===== config.mk =====
export PLATFORM = sky130hd
export DESIGN_NAME = ifmap_stream_writer_flat
export DESIGN_NICKNAME = d
export VERILOG_FILES = /design/src/rtl/ifmap_stream_writer_if.sv /design/src/rtl/ifmap_stream_writer.sv /design/src/flat_wrapper.sv
export SDC_FILE = /design/constraint.sdc
export NUM_CORES = 1
export LEC_CHECK = 0
export ABC_AREA = 0
export CAP_MARGIN = 15
export CORE_MARGIN = 2
export CORE_UTILIZATION = 49
export DETAILED_ROUTE_END_ITERATION = 6
export PLACE_DENSITY = 0.82
export SLEW_MARGIN = 20
export SYNTH_ARGS = -nofsm -noshare
export SYNTH_HDL_FRONTEND = slang
export SYNTH_SLANG_ARGS = --single-unit

===== constraint.sdc =====
create_clock -name clk -period 4.2 [get_ports clk]
set_input_delay 0.42 -clock clk [delete_from_list [all_inputs] [get_ports clk]]
set_output_delay 0.42 -clock clk [all_outputs]
set_load 0.05 [all_outputs]

===== src/rtl/ifmap_stream_writer_if.sv =====
// Handshake bundle between the IFMap stream writer, its upstream activation
// source and the IFMap circular buffer it fills.
interface ifmap_stream_writer_if #(
    parameter int DATA_WIDTH = 16
);
    logic [DATA_WIDTH-1:0] data_in;
    logic                  data_valid;
    logic                  data_ready;
    logic                  buf_ready;
    logic [DATA_WIDTH+1:0] din;
    logic                  write_en;

    // Writer side: consumes the upstream stream, drives the buffer write port.
    modport master (
        input  data_in, data_valid, buf_ready,
        output data_ready, din, write_en
    );

    // Environment side: upstream source plus buffer.
    modport slave (
        output data_in, data_valid, buf_ready,
        input  data_ready, din, write_en
    );
endinterface


===== src/rtl/ifmap_stream_writer.sv =====
// IFMap stream writer: tags upstream activations with start-of-row (SOR) and
// end-of-stream (EOS) flags and pushes them into the IFMap circular buffer
// through a single-entry hold register, one word per cycle when unstalled.
module ifmap_stream_writer #(
    parameter int DATA_WIDTH = 16,
    parameter int LEN_WIDTH  = 4
) (
    input  logic                 clk,
    input  logic                 rst,
    input  logic                 Start,
    input  logic [LEN_WIDTH-1:0] row_len,
    input  logic [LEN_WIDTH-1:0] row_cnt,
    ifmap_stream_writer_if.master bus,
    output logic                 busy,
    output logic                 done
);
    typedef enum logic [1:0] {IDLE, STREAM, DONE} state_t;

    state_t                state;
    logic [LEN_WIDTH-1:0]  len_q;
    logic [LEN_WIDTH-1:0]  cnt_q;
    logic [LEN_WIDTH-1:0]  word_idx;
    logic [LEN_WIDTH-1:0]  row_idx;
    logic                  hold_valid;
    logic [DATA_WIDTH+1:0] hold_word;
    logic                  eos_taken;   // EOS word already accepted; stop pulling upstream

    logic in_stream;
    logic accept;
    logic last_word;
    logic last_row;

    assign in_stream = (state == STREAM);
    assign last_word = (word_idx == len_q - LEN_WIDTH'(1));
    assign last_row  = (row_idx == cnt_q - LEN_WIDTH'(1));

    // Hold register drains straight into the buffer; a new word may enter in
    // the same cycle the old one leaves, giving zero-bubble throughput.
    assign bus.write_en   = in_stream & hold_valid & bus.buf_ready;
    assign bus.data_ready = in_stream & ~eos_taken & (~hold_valid | bus.buf_ready);
    assign bus.din        = hold_word;
    assign accept         = bus.data_valid & bus.data_ready;

    assign busy = (state != IDLE);
    assign done = (state == DONE);

    // Transfer FSM with framing counters and hold register.
    always_ff @(posedge clk or negedge rst) begin
        if (!rst) begin
            state      <= IDLE;
            len_q      <= '0;
            cnt_q      <= '0;
            word_idx   <= '0;
            row_idx    <= '0;
            hold_valid <= 1'b0;
            hold_word  <= '0;
            eos_taken  <= 1'b0;
        end else begin
            case (state)
                IDLE: begin
                    if (Start) begin
                        len_q      <= row_len;
                        cnt_q      <= row_cnt;
                        word_idx   <= '0;
                        row_idx    <= '0;
                        hold_valid <= 1'b0;
                        eos_taken  <= 1'b0;
                        // Empty transfer: nothing to write, just signal completion.
                        state <= (row_len == '0 || row_cnt == '0) ? DONE : STREAM;
                    end
                end
                STREAM: begin
                    if (accept) begin
                        hold_valid <= 1'b1;
                        hold_word  <= {(word_idx == '0), (last_word & last_row), bus.data_in};
                        if (last_word) begin
                            word_idx  <= '0;
                            row_idx   <= row_idx + LEN_WIDTH'(1);
                            eos_taken <= last_row;
                        end else begin
                            word_idx <= word_idx + LEN_WIDTH'(1);
                        end
                    end else if (bus.write_en) begin
                        hold_valid <= 1'b0;
                    end
                    // No accept can coincide with the EOS write (eos_taken blocks it).
                    if (bus.write_en && hold_word[DATA_WIDTH]) begin
                        state <= DONE;
                    end
                end
                DONE:    state <= IDLE;
                default: state <= IDLE;
            endcase
        end
    end
endmodule


===== src/flat_wrapper.sv =====
// flat-port wrapper written by rule: the top's interface ports become plain ports
module ifmap_stream_writer_flat 
#(
    parameter int DATA_WIDTH = 16,
    parameter int LEN_WIDTH  = 4
)
  (clk, rst, Start, row_len, row_cnt, busy, done, bus_data_in, bus_data_valid, bus_buf_ready, bus_data_ready, bus_din, bus_write_en);
  ifmap_stream_writer_if #(.DATA_WIDTH(DATA_WIDTH)) bus_i ();
  input  logic clk;
  input  logic rst;
  input  logic Start;
  input  logic [LEN_WIDTH-1:0] row_len;
  input  logic [LEN_WIDTH-1:0] row_cnt;
  output logic busy;
  output logic done;
  input wire logic [$bits(bus_i.data_in)-1:0] bus_data_in;
  input wire logic [$bits(bus_i.data_valid)-1:0] bus_data_valid;
  input wire logic [$bits(bus_i.buf_ready)-1:0] bus_buf_ready;
  output wire logic [$bits(bus_i.data_ready)-1:0] bus_data_ready;
  output wire logic [$bits(bus_i.din)-1:0] bus_din;
  output wire logic [$bits(bus_i.write_en)-1:0] bus_write_en;
  assign bus_i.data_in = bus_data_in;
  assign bus_i.data_valid = bus_data_valid;
  assign bus_i.buf_ready = bus_buf_ready;
  assign bus_data_ready = bus_i.data_ready;
  assign bus_din = bus_i.din;
  assign bus_write_en = bus_i.write_en;
  ifmap_stream_writer #(.DATA_WIDTH(DATA_WIDTH), .LEN_WIDTH(LEN_WIDTH)) u_core (.clk(clk), .rst(rst), .Start(Start), .row_len(row_len), .row_cnt(row_cnt), .bus(bus_i), .busy(busy), .done(done));
endmodule

==> tab_implementation.tex <==
\begin{tabular}{lr}
\hline
Metric & Value \\
\hline
\multicolumn{2}{l}{\textbf{Setup path}} \\
Dominant delay contributor by cell family on the critical path & buffers and inverters \\
Largest fanout on the critical path & 4 \\
Worst Setup Start Kind & input pin \\
Most used cell, CP & sky130\_fd\_sc\_hd\_\_clkdlybuf4s50\_1 \\
CP Launch Point & bus\_buf\_ready \\
Reg-to-reg endpoint & u\_core.row\_idx[2] \\
Worst r2r src & u\_core.state[0] \\
Delay of the slowest cell on the worst path & 0.83 ns \\
Cell with the largest stage delay on the worst path & sky130\_fd\_sc\_hd\_\_clkdlybuf4s50\_1 \\
Count of cells along the worst register-to-register path & 5 \\
Minimum setup slack among reg-to-reg paths & 1.97 ns \\
CP Data Arrival Time & 2.14 ns \\
Type of element capturing the critical path & output pin \\
Setup Crit Path Kind & in2out \\
CP bufs+invs & 2 \\
Endpoint required time on the critical path & 3.78 ns \\
Critical path, cell by cell & clkdlybuf4s50\_1, nand2b\_1, nor3b\_1, clkdlybuf4s50\_1 \\
\multicolumn{2}{l}{\textbf{GRT}} \\
Met2 global-route usage & 32.4\% \\
Wire length of the first global-routing pass & 6.15 mm \\
Gr ovfl total & 0 \\
M3 GR Usage & 4.34\% \\
Initial antenna violation count & 0 \\
Met1 Usage GRT & 24.4\% \\
Overall track demand over capacity in global routing & 19.4\% \\
Via count of the first global-routing pass & 1359 \\
Largest net degree at the start of global routing & 39 \\
Layer with the highest usage after global routing & met2 \\
\multicolumn{2}{l}{\textbf{Power and ir drop}} \\
Switching part of the total power & 45.1\% \\
Worst VDD drop & 0.382 mV \\
Overall power of the completed layout & 2150 uW \\
Power density normalized to cell area & 879 nW/um2 \\
Clock network power share & 13.7\% \\
Power share of the combinational group & 55.9\% \\
Sequential share of power & 30.4\% \\
Cell Int Power & 1180 uW \\
Total net switching power & 972 uW \\
Standby leakage power & 0.00108 uW \\
\multicolumn{2}{l}{\textbf{Timing}} \\
Final hold violation count & 0 \\
Time the final worst path needs with I/O delays and setup & 2.56 ns \\
Setup TNS & 0 ns \\
Actual transition at the worst max-transition pin & 0.858 ns \\
Post-route clock period utilization & 61.0\% \\
Unrepaired setup endpoints after global routing & false \\
Rel. slew slack & 42.7\% \\
Hold Slack & 0.225 ns \\
Setup violators final & 0 \\
Peak clock frequency supported by timing & 390 MHz \\
Max Slew Vio Count & 0 \\
Clock tree skew after final layout & 0.00538 ns \\
\multicolumn{2}{l}{\textbf{Drt}} \\
Total wirelength of the detailed-routed design & 3.64 mm \\
Vias after detailed routing & 1406 \\
Routed length per instance & 13.2 um \\
Number of remaining DRC errors & 0 \\
Post-detailed-route via-to-cell ratio & 5.09 \\
Number of routed nets with antenna violations & 0 \\
DR iter-0 viols & 61 \\
Initial DRT Pass Iterations & 4 \\
\multicolumn{2}{l}{\textbf{Run}} \\
\# Max-Cap Violations & 0 \\
\multicolumn{2}{l}{\textbf{Floorplan}} \\
Placeable Area & 3610 um2 \\
Ports & 51 \\
Number of placement rows & 22 \\
Initial Util & 50.0\% \\
Area of the die & 4180 um2 \\
Die height & 64.7 um \\
Width of the die & 64.7 um \\
\multicolumn{2}{l}{\textbf{Clocking}} \\
CTS Root Buffer Type & sky130\_fd\_sc\_hd\_\_clkbuf\_8 \\
Source-to-sink clock delay at the later pin of the worst-skew pair & 0.29 ns \\
Hold-fix buffers at CTS & 0 \\
Setup Buffers After CTS & 0 \\
Maximum clock insertion buffer count & 2 \\
Total clock sinks & 38 \\
H-Tree Depth & 2 \\
Total clock buffers created by CTS & 5 \\
Number of gates resized after cts & 0 \\
Clock tree from TritonCTS & yes \\
Clock transition at the register clock pins on the worst setup and hold paths after CTS & 0.07 ns \\
\multicolumn{2}{l}{\textbf{Yosys}} \\
Synth top area share & 52.7\% \\
Post-Syn Instances & 174 \\
Yosys reg bits & 38 \\
Mean Syn Cell Area & 10.4 um2 \\
Cell types with the largest area share after synthesis & sky130\_fd\_sc\_hd\_\_dfrtp\_1, sky130\_fd\_sc\_hd\_\_mux2\_2, sky130\_fd\_sc\_hd\_\_nand2\_1 \\
Yosys Warn Count & 0 \\
Register area share after synthesis & 52.7\% \\
Post-synthesis cell type with the largest combined area & sky130\_fd\_sc\_hd\_\_dfrtp\_1 \\
EDFF count, synth & 0 \\
Area of the mapped netlist & 1800 um2 \\
Primary FF master, synth & sky130\_fd\_sc\_hd\_\_dfrtp\_1 \\
Async set or reset register ratio after synthesis & 100\% \\
Unique masters post-synth & 31 \\
Syn nets & 208 \\
\multicolumn{2}{l}{\textbf{Cells and area}} \\
Post-route non-filler standard cell count & 276 \\
Count of antenna diodes in the layout & 0 \\
Share of post-route cells with drive strength above 1 & 11.8\% \\
Layout overhead on the synthesized area & 35.7\% \\
Fill cell instance count of the final layout & 274 \\
Nets@finish & 261 \\
\multicolumn{2}{l}{\textbf{Place}} \\
Global placement routability congestion & 0.792 \\
Count of placed standard cells including taps & 268 \\
Port-buffer cells & 50 \\
Placed wire-length estimate & 2.75 mm \\
\multicolumn{2}{l}{\textbf{Run status}} \\
Result of the run & completed \\
\multicolumn{2}{l}{\textbf{Worst hold path}} \\
Worst min-delay path class & in2async \\
\hline
\end{tabular}
kinds of logic (layout without fill, tap and decap cells):
group	Yosys count	count (layout)	synth area share [%]
buffers and inverters	16	70	3.47
multiplexers	16	16	9.99
AO/OA/AOI/OAI	24	24	8.74
XOR/XNOR	12	12	5.83
AND/OR/NAND/NOR	63	63	15.8
flip-flops	38	38	52.7
adder cells (fa/ha/maj)	5	5	3.47
power by group through the flow:
| stage | Combinational, uW | Clock, uW | Sequential [uW] |
|---|---|---|---|
| after global placement | 1180 | 0 | 652 |
| after global routing | 1300 | 324 | 673 |
| after floorplan | 580 | 0 | 934 |
| after CTS | 1210 | 303 | 653 |
| final | 1200 | 295 | 654 |
| after detailed placement | 1210 | 0 | 661 |
Yosys cell counts (2+ instances only):
cell type / number
sky130_fd_sc_hd__ha_1: 5
sky130_fd_sc_hd__nor3_1: 4
sky130_fd_sc_hd__dfrtp_1: 38
sky130_fd_sc_hd__mux2_2: 16
sky130_fd_sc_hd__clkbuf_1: 2
sky130_fd_sc_hd__xor2_1: 2
sky130_fd_sc_hd__buf_2: 2
sky130_fd_sc_hd__o21ai_0: 11
sky130_fd_sc_hd__nor2_1: 9
sky130_fd_sc_hd__nand3_1: 6
sky130_fd_sc_hd__nand2_1: 35
sky130_fd_sc_hd__xnor2_1: 10
sky130_fd_sc_hd__inv_1: 12
sky130_fd_sc_hd__a21oi_1: 5
state kept, by name, summed over array words and instances (netlist names):
signal and count:
u_core.cnt_q 4, u_core.len_q 4, u_core.state 2, u_core.eos_taken 1, u_core.hold_valid 1, u_core.word_idx 4, u_core.row_idx 4, u_core.bus.din 18
worst max-delay path by stage:
stage               depth (start not counted)                 to
floorplan                                   3     bus_data_ready
finish                                      4     bus_data_ready
global route                                4     bus_data_ready
CTS                                         4     bus_data_ready
detailed placement                          6  u_core.row_idx[2]
global placement                            6  u_core.row_idx[2]
worst reg2reg max path, delay by kind of cell, from the launching register on:
family / cells / cell delay (ns)
AO/OA/AOI/OAI: 2 / 0.35
flip-flops: 1 / 0.50
AND/OR/NAND/NOR: 3 / 1.28
routing by layer:
layer  vias up  wire length [um]  part of all wire [%]
met5         -                 0                     0
met1       678              1580                    43
met2        28              1900                    52
met4         0                51                   1.4
met3         6               115                   3.2
li1        694                 -                     -
layout by cell type (no fill, tap or decap), drive strengths merged, types with 2 or more instances in the layout:
cell type,instances
ha,5
nand2,35
clkdlybuf4s50,49
a21oi,5
clkbuf,7
inv,12
o21ai,11
nand3,6
dfrtp,38
nor2,9
xnor2,10
nor3,5
xor2,2
mux2,16
metrics by stage:
step / setup slack [ns] / instance area (um2) / utilization (%)
floorplan: 2.05 / 1800 / -
global placement: 1.67 / 2340 / 65.0
detailed placement: 1.61 / 2340 / 65.0
CTS: 1.62 / 2450 / 67.9
global route: 1.54 / 2450 / 67.9
finish: 1.64 / 2450 / 67.9
area by class of cell:
class | count | area (um2) | share of cell area [%]
Sequential cell | 38 | 951 | 38.8
Multi-Input combinational cell | 120 | 791 | 32.3
Timing Repair Buffer | 50 | 495 | 20.2
Clock buffer | 7 | 76.3 | 3.12
Tap cell | 48 | 60.1 | 2.45
Inverter | 12 | 45.0 | 1.84
Clock inverter | 1 | 30.0 | 1.23
(Power assumes the default switching activity.)
